==> src/rtl/dmem_port_arbiter.sv <==
`default_nettype none
// ============================================================================
//  Module   : dmem_port_arbiter
//  Purpose  : Round-robin arbiter sharing one single-port data memory between
//             the CPU MEM stage (port 0) and the debug/loader port (port 1).
//  Revision : 1.0  initial release
// ============================================================================
module dmem_port_arbiter #(
  parameter int AW = 8,
  parameter int DW = 32
) (
  input  logic          clk,
  input  logic          rst,
  input  logic          p0_req_valid,
  output logic          p0_req_ready,
  input  logic          p0_req_we,
  input  logic [31:0]   p0_req_addr,
  input  logic [DW-1:0] p0_req_wdata,
  output logic          p0_rsp_valid,
  output logic [DW-1:0] p0_rsp_rdata,
  output logic          p0_rsp_err,
  input  logic          p1_req_valid,
  output logic          p1_req_ready,
  input  logic          p1_req_we,
  input  logic [31:0]   p1_req_addr,
  input  logic [DW-1:0] p1_req_wdata,
  output logic          p1_rsp_valid,
  output logic [DW-1:0] p1_rsp_rdata,
  output logic          p1_rsp_err,
  output logic [AW-1:0] mem_addr,
  output logic [DW-1:0] mem_wdata,
  output logic          mem_read,
  output logic          mem_write,
  input  logic [DW-1:0] mem_rdata,
  output logic          busy
);

  localparam logic [1:0] c_ST_IDLE  = 2'd0;
  localparam logic [1:0] c_ST_ISSUE = 2'd1;
  localparam logic [1:0] c_ST_WAIT  = 2'd2;
  localparam logic [1:0] c_ST_RESP  = 2'd3;

  logic [1:0]    r_state;
  logic [1:0]    w_next_state;
  logic          r_last_grant;
  logic          r_port;
  logic          r_we;
  logic          w_any;
  logic          w_grant;
  logic          w_accept;
  logic          w_err;
  logic          w_req_we;
  logic [31:0]   w_req_addr;
  logic [DW-1:0] w_req_wdata;
  logic          w_enter_resp;
  logic          w_rsp_port;
  logic          w_rsp_err;

  // On a tie the port that did not win last time is granted.
  always_comb begin
    w_any       = p0_req_valid | p1_req_valid;
    w_grant     = (p0_req_valid && p1_req_valid) ? ~r_last_grant : p1_req_valid;
    w_req_we    = w_grant ? p1_req_we    : p0_req_we;
    w_req_addr  = w_grant ? p1_req_addr  : p0_req_addr;
    w_req_wdata = w_grant ? p1_req_wdata : p0_req_wdata;
    w_err       = (w_req_addr[1:0] != 2'b00) || ((w_req_addr >> (AW + 2)) != 32'd0);
    w_accept    = (r_state == c_ST_IDLE) && w_any && !rst;
  end

  always_comb begin
    w_next_state = r_state;
    case (r_state)
      c_ST_IDLE:  if (w_accept) w_next_state = w_err ? c_ST_RESP : c_ST_ISSUE;
      c_ST_ISSUE: w_next_state = r_we ? c_ST_RESP : c_ST_WAIT;
      c_ST_WAIT:  w_next_state = c_ST_RESP;
      default:    w_next_state = c_ST_IDLE;
    endcase
  end

  // Errors go straight from IDLE to RESP, so only that path can carry err.
  always_comb begin
    w_enter_resp = (w_next_state == c_ST_RESP) && (r_state != c_ST_RESP);
    w_rsp_port   = (r_state == c_ST_IDLE) ? w_grant : r_port;
    w_rsp_err    = (r_state == c_ST_IDLE) && w_err;
  end

  assign p0_req_ready = w_accept && !w_grant;
  assign p1_req_ready = w_accept &&  w_grant;
  assign busy         = (r_state != c_ST_IDLE);
  assign mem_read     = (r_state == c_ST_ISSUE) && !r_we;
  assign mem_write    = (r_state == c_ST_ISSUE) &&  r_we;

  always_ff @(posedge clk or posedge rst) begin
    if (rst) begin
      r_state      <= c_ST_IDLE;
      r_last_grant <= 1'b1;
      r_port       <= 1'b0;
      r_we         <= 1'b0;
      mem_addr     <= '0;
      mem_wdata    <= '0;
      p0_rsp_valid <= 1'b0;
      p0_rsp_rdata <= '0;
      p0_rsp_err   <= 1'b0;
      p1_rsp_valid <= 1'b0;
      p1_rsp_rdata <= '0;
      p1_rsp_err   <= 1'b0;
    end else begin
      r_state <= w_next_state;
      if (w_accept) begin
        r_last_grant <= w_grant;
        r_port       <= w_grant;
        r_we         <= w_req_we;
        // Erroring requests never touch the memory-facing registers.
        if (!w_err) begin
          mem_addr  <= w_req_addr[AW+1:2];
          mem_wdata <= w_req_wdata;
        end
      end
      p0_rsp_valid <= w_enter_resp && !w_rsp_port;
      p0_rsp_err   <= w_enter_resp && !w_rsp_port && w_rsp_err;
      p0_rsp_rdata <= ((r_state == c_ST_WAIT) && !r_port) ? mem_rdata : '0;
      p1_rsp_valid <= w_enter_resp &&  w_rsp_port;
      p1_rsp_err   <= w_enter_resp &&  w_rsp_port && w_rsp_err;
      p1_rsp_rdata <= ((r_state == c_ST_WAIT) &&  r_port) ? mem_rdata : '0;
    end
  end

endmodule
`default_nettype wire

==> config.mk <==
export PLATFORM = sky130hd
export DESIGN_NAME = dmem_port_arbiter
export DESIGN_NICKNAME = d
export VERILOG_FILES = /design/src/rtl/dmem_port_arbiter.sv
export SDC_FILE = /design/constraint.sdc
export NUM_CORES = 1
export LEC_CHECK = 0
export ABC_AREA = 1
export BUFFER_PORTS_ARGS = -buffer_cell sky130_fd_sc_hd__buf_2
export CORE_MARGIN = 3
export CORE_UTILIZATION = 41
export CTS_BUF_LIST = sky130_fd_sc_hd__clkbuf_8
export DETAILED_ROUTE_END_ITERATION = 8
export GPL_TIMING_DRIVEN = 0
export PLACE_DENSITY = 0.85
export REMOVE_ABC_BUFFERS = 1
export SETUP_SLACK_MARGIN = 0.05
export SYNTH_ARGS = -nofsm -noshare
export SYNTH_HDL_FRONTEND = slang
export SYNTH_SLANG_ARGS = --single-unit
==> constraint.sdc <==
create_clock -name clk -period 3.7 [get_ports clk]
set_clock_uncertainty 0.1 [all_clocks]
set_input_delay 0.185 -clock clk [delete_from_list [all_inputs] [get_ports clk]]
set_output_delay 0.185 -clock clk [all_outputs]
set_load 0.1 [all_outputs]
==> out/results.tsv <==
metric	value	unit
status	completed	
gr usage total	26.1	%
first-pass GRT wire length	26.2	mm
clock root cell	clkbuf_8	
Finished Layout Cells	1042	
Avg Synthesized Cell Area	9.42	µm²
CTS tree	built	
async set-reset flop share out of synthesis	100	%
Synth top cells by count	nor2_1, dfrtp_1, nand2_1	
most common cell in the netlist	nor2_1	
register area	2830	µm²
placed cells	903	
setup TNS	0	ns
max-cap viol count	0	
post-synth cell types	20	
Crit Path Max Fanout	81	
Via-to-Cell Ratio	4.83	
Max Used Layer	met4	
die area	13000	µm²
Starting Density	43.0	%
setup slack, reg-to-reg	0.45	ns
Crit. End Element	register	
DRC violations left	0	
Post-Synthesis Cells	506	
largest net degree at the start of global routing	82	
Fillers	733	
core area	11100	µm²
number of global-route vias before repair	5296	
Top FF cell, synth	dfrtp_1	
final cell area excluding filler cells	7700	µm²
met2 WL post-DR	8.28	mm
Pleak	4.54	nW
Multi-input gate area	1580	µm²
ANT cells	0	
cts bufs inserted	17	
Post-Syn Area	4770	µm²
DR iter-0 viols	359	
Post-synth EDFFs	0	
clk buf depth	2	
Pwr per Cell Area	649	nW/µm²
grt ovf	0	
fin. max-slew vios	0	
Yosys top cell area share	58.8	%
Rel. slew slack	24.7	%
metal3 WL	1.68	mm
critical path type	input pin to register	
row count	38	
Worst EP required	3.88	ns
Period minus WS final	3.30	ns
pre-CTS setup slack	0.302	ns
Final #Nets	1059	
warnings from Yosys	0	
Ports	279	
fin crit share	89.3	%
Clk Latency, worst-skew pair	0.41	ns
IO buf count	278	
Hold Violations, Final	0	
Placement Cell Area	6250	µm²
Die Span Y	114	µm
Die X	114	µm
hpwl dp	9.43	mm
wl on met1	6.32	mm
VDD IR-drop max	0.780	mV
Vias	5034	
Synth area leader	dfrtp_1	
RSZ-0062 raised after global routing	false	
CTS sink cnt	113	
final wirelength	16.9	mm
DR WL/cell	16.2	µm
Syn-to-layout area delta	61.6	%
synthesized flop and latch total	113	
Synth area leaders	dfrtp_1, nor2_1, o31ai_2	
routability cong.	0.854	
Worst Hold Class	input pin to register	
drt first pass iters	7	
post-synthesis sequential area ratio	59.3	%
Worst-Margin Slew	1.13	ns
Clock H-tree levels	4	
critical path arrival	3.49	ns
Final setup viols	0	
Util after Layout	69.5	%
final worst setup slack	0.396	ns
proportion of layout cells with a drive suffix above 1	40.0	%
initial antenna violation count	0	
Max Freq	303	MHz
CP Launch Type	input pin	
Clk pin slew, worst setup/hold paths	0.07	ns
Routed Antenna Nets	0	
final cells by class:
cell class                      count  share of cell area (%)
Sequential cell                   113                    36.7
Timing Repair Buffer              384                    32.1
Multi-Input combinational cell    306                    20.5
Clock buffer                       19                    3.39
Inverter                           65                    3.25
Tap cell                          140                    2.27
Clock inverter                     13                    1.62
Timing Repair inverter              2                   0.130
worst max-delay path: stages:
cell and delay (ns):
dlygate4sd3_1 0.54, buf_2 0.15, inv_4 0.55, o211ai_2 0.31
inv_2 0.16, nand2_4 0.49, nand2_1 0.31, o31ai_2 0.09
dlygate4sd3_1 0.59
routing by layer:
metal  track usage (%)  vias up
met5                 0        -
met1              28.9     2379
met4              12.4        0
met3              8.28       54
li1                  -     2318
met2              45.5      283
state kept, by name, summed over array words and instances (netlist names), 2 cells and up:
| register | flops |
|---|---|
| p0_rsp_rdata | 32 |
| mem_addr | 8 |
| p1_rsp_rdata | 32 |
| r_state | 2 |
| mem_wdata | 32 |
worst paths after layout:
path                           startpoint                to  depth (start not counted)
setup / recovery                      rst     mem_wdata[17]                          9
hold / removal             p1_req_addr[5]       mem_addr[3]                          3
setup reg to reg             r_last_grant     mem_wdata[17]                         10
hold reg to reg             mem_wdata[26]     mem_wdata[26]                          2
max in group asynchronous             rst       mem_addr[1]                          4
min in group asynchronous             rst  p0_rsp_rdata[29]                          3
placed cells by master (no fill, tap or decap), drive strengths merged, types with 3 or more instances in the layout:
| cell | count |
|---|---|
| clkbuf | 19 |
| dfrtp | 112 |
| a21oi | 3 |
| dlygate4sd3 | 105 |
| and2 | 3 |
| o21ai | 3 |
| nand2 | 72 |
| clkinv | 6 |
| clkinvlp | 5 |
| inv | 68 |
| o31ai | 40 |
| ha | 4 |
| nand3 | 5 |
| nor2 | 174 |
| buf | 279 |
report_power, final:
part           leakage [nW]  switching [mW]  internal (mW)
clock                 0.193           0.549          0.577
combinational          2.80            1.97          0.392
sequential             1.54          0.0745           1.44
kinds of logic after synthesis:
kind of cell	Yosys count	synth area share, %
fa+ha+maj	4	1.05
flops	113	59.3
simple gates	255	20.7
compound gates	47	11.4
buf+inv	87	7.58
stage by stage:
step	total power [mW]	hold WS [ns]
6_report	5.00	0.0248
4_1_cts	4.98	0.0000849
3_3_place_gp	3.73	0.296
5_1_grt	5.22	0.00822
3_5_place_dp	3.77	0.279
2_1_floorplan	3.31	0.205
what timing repair did:
item / CTS / global route
setup buffers: 0 / 0
hold buffers: 105 / 0
endpoints found under the hold margin: 163 / 0
endpoints found under the setup margin: 1 / 13
resized for setup: 1 / 1
gates cloned: 2 / 0
Note: power is estimated with default switching activity, not from simulation.
